[src/rtl/demux1x4_seq.sv]
// Sequential 1-to-4 demultiplexer. Each output channel has a one-entry
// valid/ready buffer. A shared counter tracks how many words were accepted.
module demux1x4_seq #(
  parameter int W = 8
) (
  input  logic         clk,
  input  logic         rst,
  input  logic [W-1:0] D,
  input  logic         S0,
  input  logic         S1,
  input  logic         in_valid,
  output logic         in_ready,
  output logic [W-1:0] Y0,
  output logic [W-1:0] Y1,
  output logic [W-1:0] Y2,
  output logic [W-1:0] Y3,
  output logic         V0,
  output logic         V1,
  output logic         V2,
  output logic         V3,
  input  logic         R0,
  input  logic         R1,
  input  logic         R2,
  input  logic         R3,
  output logic [7:0]   xfer_count
);

  logic [1:0]   sel;
  logic [3:0]   rdy;
  logic [3:0]   full_p0;
  logic [W-1:0] data_p0 [4];
  logic [7:0]   count_p0;
  logic         accept;

  assign sel = {S1, S0};
  assign rdy = {R3, R2, R1, R0};

  // The selected buffer can take a word if it is empty or is draining on this same edge.
  assign in_ready = !full_p0[sel] || rdy[sel];
  assign accept   = in_valid && in_ready;

  // Stage p0: per-channel buffers and the accept counter
  always_ff @(posedge clk) begin
    if (rst) begin
      full_p0  <= '0;
      count_p0 <= '0;
      for (int k = 0; k < 4; k++) begin
        data_p0[k] <= '0;
      end
    end else begin
      for (int k = 0; k < 4; k++) begin
        if (accept && (sel == 2'(k))) begin
          data_p0[k] <= D;
          full_p0[k] <= 1'b1;
        end else if (full_p0[k] && rdy[k]) begin
          full_p0[k] <= 1'b0;
        end
      end
      if (accept) begin
        count_p0 <= count_p0 + 8'd1;
      end
    end
  end

  assign Y0 = data_p0[0];
  assign Y1 = data_p0[1];
  assign Y2 = data_p0[2];
  assign Y3 = data_p0[3];
  assign V0 = full_p0[0];
  assign V1 = full_p0[1];
  assign V2 = full_p0[2];
  assign V3 = full_p0[3];
  assign xfer_count = count_p0;

endmodule
[config.mk]
export PLATFORM = sky130hd
export DESIGN_NAME = demux1x4_seq
export DESIGN_NICKNAME = d
export VERILOG_FILES = /design/src/rtl/demux1x4_seq.sv
export SDC_FILE = /design/constraint.sdc
export NUM_CORES = 1
export LEC_CHECK = 0
export CAP_MARGIN = 20
export CORE_AREA = 2 2 67 69
export CTS_BUF_LIST = sky130_fd_sc_hd__clkbuf_4
export DETAILED_ROUTE_END_ITERATION = 16
export DIE_AREA = 0 0 69 71
export GPL_TIMING_DRIVEN = 0
export PLACE_DENSITY = 0.87
export REMOVE_ABC_BUFFERS = 1
export SLEW_MARGIN = 20
export SYNTH_ARGS = -nofsm -noshare
export SYNTH_HDL_FRONTEND = slang
export SYNTH_SLANG_ARGS = --single-unit
[constraint.sdc]
create_clock -name clk -period 2.8 [get_ports clk]
set_input_delay 0.42 -clock clk [delete_from_list [all_inputs] [get_ports clk]]
set_output_delay 0.42 -clock clk [all_outputs]
set_load 0.03 [all_outputs]
==> results of run 1 <==
[Yosys cell counts (all sizes together) (3+ instances only)]
cell type / instances
o31ai: 3
clkbuf: 5
a21oi: 8
or4: 3
inv: 4
nand2: 10
and2: 9
or3: 5
nor2b: 4
dfxtp: 12
o21ai: 6
edfxtp: 32
nand3: 4
and3: 26
[through the flow]
| step | util (%) | hold slack (ns) | setup TNS (ns) | cells |
|---|---|---|---|---|
| after global routing | 60.2 | 0.538 | 0 | 260 |
| after detailed placement | 58.3 | 0.481 | -1.42 | 252 |
| after floorplan | - | 0.489 | 0 | 139 |
| after CTS | 60.2 | 0.499 | 0 | 260 |
| final | 60.2 | 0.492 | 0 | 260 |
| after global placement | 58.3 | 0.467 | -0.561 | 252 |
[where the power goes]
group | switching, mW | internal, mW
clock network | 0.207 | 0.187
logic | 0.111 | 0.0764
registers | 0.0109 | 0.725
[flip-flops by register name, summed over array words and instances, names as in the netlist]
name and count:
data_p0 32, full_p0 4, xfer_count 8
[kinds of logic (layout without fill, tap and decap cells)]
kind of cell	count (synthesis)	count (layout)	synth area share, %
AO/OA/AOI/OAI	20	20	6.45
multiplexers	1	1	1.25
adder cells (fa/ha/maj)	1	1	0.693
AND/OR/NAND/NOR	69	69	22.6
flip-flops	44	44	66.6
buffers and inverters	11	73	2.43
[routing by layer]
metal	vias to the layer above	wire length (um)	share of wire, %	global-route usage (%)
met1	650	1650	42	21.0
met5	-	0	0	0
met2	57	1990	50	29.4
li1	662	-	-	-
met3	7	249	6.3	4.56
met4	0	76	1.9	6.75
[worst max-delay path: cells and delay by family]
kind,cells,cell delay [ns]
buffers and inverters,3,1.07
multiplexers,1,0.68
[worst paths after layout]
check,endpoint,startpoint,slack (ns),cells past startpoint
hold reg to reg,xfer_count[7],xfer_count[7],0.49,2
setup / recovery,in_ready,S1,0.21,4
setup reg to reg,data_p0[1][1],full_p0[1],0.84,4
hold / removal,xfer_count[7],xfer_count[7],0.49,2
[what timing repair did]
| action | in CTS | in global routing |
|---|---|---|
| endpoints found under the setup margin | 1 | 0 |
| buffers inserted | 0 | 0 |
| resized for setup | 1 | 0 |
[area by class of cell]
type | count | area, sq um | share of cell area [%]
clock buffer | 5 | 37.5 | 1.48
clock inverter | 3 | 42.5 | 1.68
inverter | 4 | 15.0 | 0.593
multi-input combinational | 91 | 562 | 22.2
sequential | 44 | 1200 | 47.4
tap | 52 | 65.1 | 2.57
timing repair buffer | 61 | 609 | 24.1
==> results.ini, run 1 <==
[sta]
slew_viol_final=0
worst_pin_slew_ns=0.923
fmax_mhz=386
timing.final.ws_setup_ns=0.208
fin_crit_sh_pct=92.6
slew_headroom_pct=38.3
timing.final.crit_period_ns=2.59
skew_ns=0.0182
setup_viol=0
rsz0062_at_grt=false
finalHoldViolCount=0

[global_routing]
antenna_found_initial=0
grt_pass1_vias=1317
grt_max_degree=29
grt_pass1_wl_um=6550
grtUsageTotal_pct=17.2
overflow=0

[synth]
synth_cell_types=26
synth_top_flop_cell=edfxtp_1
yosys.area.top_type=edfxtp_1
yosysWarnings=0
synthTopCellsByArea=edfxtp_1 53%, dfxtp_1 13%, and3_1 9.0%
yosysSeqAreaShare_pct=66.6
netlist_instances=146
syn_area_sq_mm=0.00180
synth-async-reset-ratio_pct=0
synth_area_per_cell_sq_um=12.4
synth_edf_count=32
synth_top_area_share_pct=53.3
synth-seq-cells=44

[setup_path]
arrival_ns=2.17
worstPathCellList=clkdlybuf4s50_1, mux4_2, inv_1, dlygate4sd2_1
endpoint_kind=output port
cp.required_ns=2.38
startpoint_type=input port
path_max_fanout=17
slowest_delay_ns=0.68
criticalPathCategory=input port to output port
slowest_stage=mux4_2

[routing]
first_iter_violations=85
wl_per_cell_um=15.2
routed_wl_um=3960
routed_via_density=5.29
dr.pass1.iters=4
ant_nets=0
vias=1376
drc=0

[placed_design]
port_buffers=61
hpwl_um=2900
preCtsSetupSlack_ns=-0.172
gp_congestion=0.773
placed_area_sq_mm=0.00245

[job]
maxCapViolations=0

[die]
core_sq_mm=0.00420
die_w_um=69
initial_utilization_pct=42.9
boundaryPins=62
dieHeight_um=71
rows=24
die_area_sq_mm=0.00490

[finish]
final_area_sq_mm=0.00253
drive_gt1_share_pct=5.77
nFillCells=372
antenna_cells=0
nNetsFinal=225
final_common_cell=clkdlybuf4s50_1
syn_to_final_growth_pct=40.4
final_cell_mix=60 x clkdlybuf4s50_1, 32 x edfxtp_1, 26 x and3_1, 12 x dfxtp_1, 10 x nand2_1

[status]
outcome=complete, no violations

[pwr]
peakVddDrop_uv=243
power_mw=1.32
p_leak_nw=1.01
p_per_area_mw_per_mm2=520

[clock_tree]
cts.sinks=44
ctsHoldBuffers=0
clkLatencyLatePin_ns=0.36
cts_tree=built
cts_buffer_depth=2
root_buffer=clkbuf_4
cts_buffers=5
htree_levels=2
clk_pin_slew_worst_paths_ns=0.14

[hold_path]
hold_class=flip-flop to flip-flop

Note: power is estimated with default switching activity, not from simulation.
==> inputs of run 2 (changes only) <==
SLEW_MARGIN = not set   (was 20)
==> results of run 2 <==
Final layout, timing and power as in run 1 (identical DEF).
==> inputs of run 3 (changes only) <==
PLACE_DENSITY = 0.83   (was 0.87)
==> run 3 against run 2 <==
Effect of this change:
- sequential cell count unchanged
- fmax about the same
- critical path depth unchanged
- global-route usage down 0.48 points
- first-iteration DRC count down 8.2%
- total power up 0.98%
- sequential power about the same
==> results.ini, run 3 (synthesized netlist as in run 1, its figures left out) <==
[status]
outcome=complete, no violations

[placed_design]
port_buffers=61
preCtsSetupSlack_ns=-0.0620
gp_congestion=0.782
hpwl_um=2780

[setup_path]
slowest_delay_ns=0.68
reg2reg_to=data_p0[1][7]
path_max_fanout=17
timing.rr.start=full_p0[1]
startpoint_type=input port
crit_start=S1
endpoint_kind=output port
reg2reg_slack_ns=0.86
arrival_ns=2.17
criticalPathCategory=input port to output port
cp_num_cells=4
slowest_stage=mux4_2
reg2reg_depth=4
worstPathCellList=clkdlybuf4s50_1, mux4_2, inv_1, dlygate4sd2_1
cp.required_ns=2.38
critical_path.top_delay_family=buffers and inverters
crit_buf_inv=3

[global_routing]
grt_max_degree=19
antenna_found_initial=0
grt_pass1_wl_um=6430
overflow=0
grtUsageTotal_pct=16.7
grt_pass1_vias=1331

[finish]
antenna_cells=0
final_common_cell=clkdlybuf4s50_1
syn_to_final_growth_pct=41.1
final_cell_mix=60 x clkdlybuf4s50_1, 32 x edfxtp_1, 26 x and3_1, 12 x dfxtp_1, 10 x nand2_1
drive_gt1_share_pct=5.74
largest-register=data_p0
nNetsFinal=226
largest_register_ffs=32

[hold_path]
hold_class=flip-flop to flip-flop
hold-path-cell-count=2
min_from=xfer_count[7]
holdPathEnd=xfer_count[7]

[die]
initial_utilization_pct=42.9
boundaryPins=62
core_sq_mm=0.00420
die_area_sq_mm=0.00490
dieHeight_um=71
rows=24
die_w_um=69

[clock_tree]
ctsHoldBuffers=0
cts_buffers=5
cts_tree=built
clkLatencyLatePin_ns=0.36
cts_buffer_depth=2
htree_levels=2
ctsResizeCount=1
clk_pin_slew_worst_paths_ns=0.13
cts_setup_buffers=0
cts.sinks=44
root_buffer=clkbuf_4

[routing]
wl_per_cell_um=14.5
first_iter_violations=78
drc=0
ant_nets=0
dr.pass1.iters=4
vias=1361
routed_via_density=5.21
routed_wl_um=3780

[pwr]
p_per_area_mw_per_mm2=523
p_leak_nw=1.01
peakVddDrop_uv=267
power_mw=1.33

[sta]
fin_crit_sh_pct=92.5
worst_pin_slew_ns=0.919
slew_headroom_pct=38.6
skew_ns=0.00391
fmax_mhz=386
slew_viol_final=0
rsz0062_at_grt=false
finalHoldViolCount=0
timing.final.ws_setup_ns=0.210
setup_viol=0
timing.final.crit_period_ns=2.59

[job]
maxCapViolations=0

==> run 3: changes by cell type in the layout (fill, tap and decap cells not counted) <==
cell,delta
nor2_2,-1
inv_6,+1
clkinvlp_4,+1
inv_2,-1
nor2_1,+1
clkinv_4,-1
buf_6,+1
==> run 3: worst max path at each step <==
stage                          to
floorplan           xfer_count[7]
global placement    data_p0[2][6]
detailed placement       in_ready
CTS                      in_ready
global route             in_ready
finish                   in_ready
==> run 3: layout make-up <==
| type | count | area (sq um) |
|---|---|---|
| clock inverters | 3 | 46.3 |
| well taps | 52 | 65.1 |
| multi-input cells | 91 | 559 |
| flip-flops and latches | 44 | 1200 |
| fillers | 370 | 1660 |
| clock buffers | 5 | 37.5 |
| repair buffers | 62 | 621 |
| inverters | 4 | 15.0 |
==> run 3: layer usage <==
layer | global-route usage (%) | up-vias | share of wire [%]
met5 | 0 | - | 0
met4 | 5.23 | 0 | 1.3
met3 | 5.70 | 5 | 8.4
met2 | 27.2 | 63 | 47
met1 | 21.3 | 632 | 43
li1 | - | 661 | -
==> run 3: power by group <==
| part | total [mW] | switching, mW | internal (mW) | leakage [nW] |
|---|---|---|---|---|
| clock | 0.407 | 0.216 | 0.191 | 0.0418 |
| sequential | 0.735 | 0.0103 | 0.725 | 0.442 |
| combinational | 0.188 | 0.110 | 0.0778 | 0.528 |
==> run 3: metrics by stage <==
stage	cell area, sq um	std cells	utilization [%]	hold slack (ns)	setup TNS, ns
6_report	2540	261	60.5	0.495	0
5_1_grt	2540	261	60.5	0.539	0
2_1_floorplan	1780	139	-	0.489	0
4_1_cts	2540	261	60.5	0.501	0
3_5_place_dp	2460	253	58.6	0.481	-0.0620
3_3_place_gp	2450	252	58.3	0.464	-1.29
==> run 3: worst reg2reg max path, cell delays in order, from the launching register on <==
cell and delay [ns]:
dfxtp_1 0.35, nor2b_4 0.13, nor3b_1 0.74, nand2_1 0.11, nand2_1 0.30
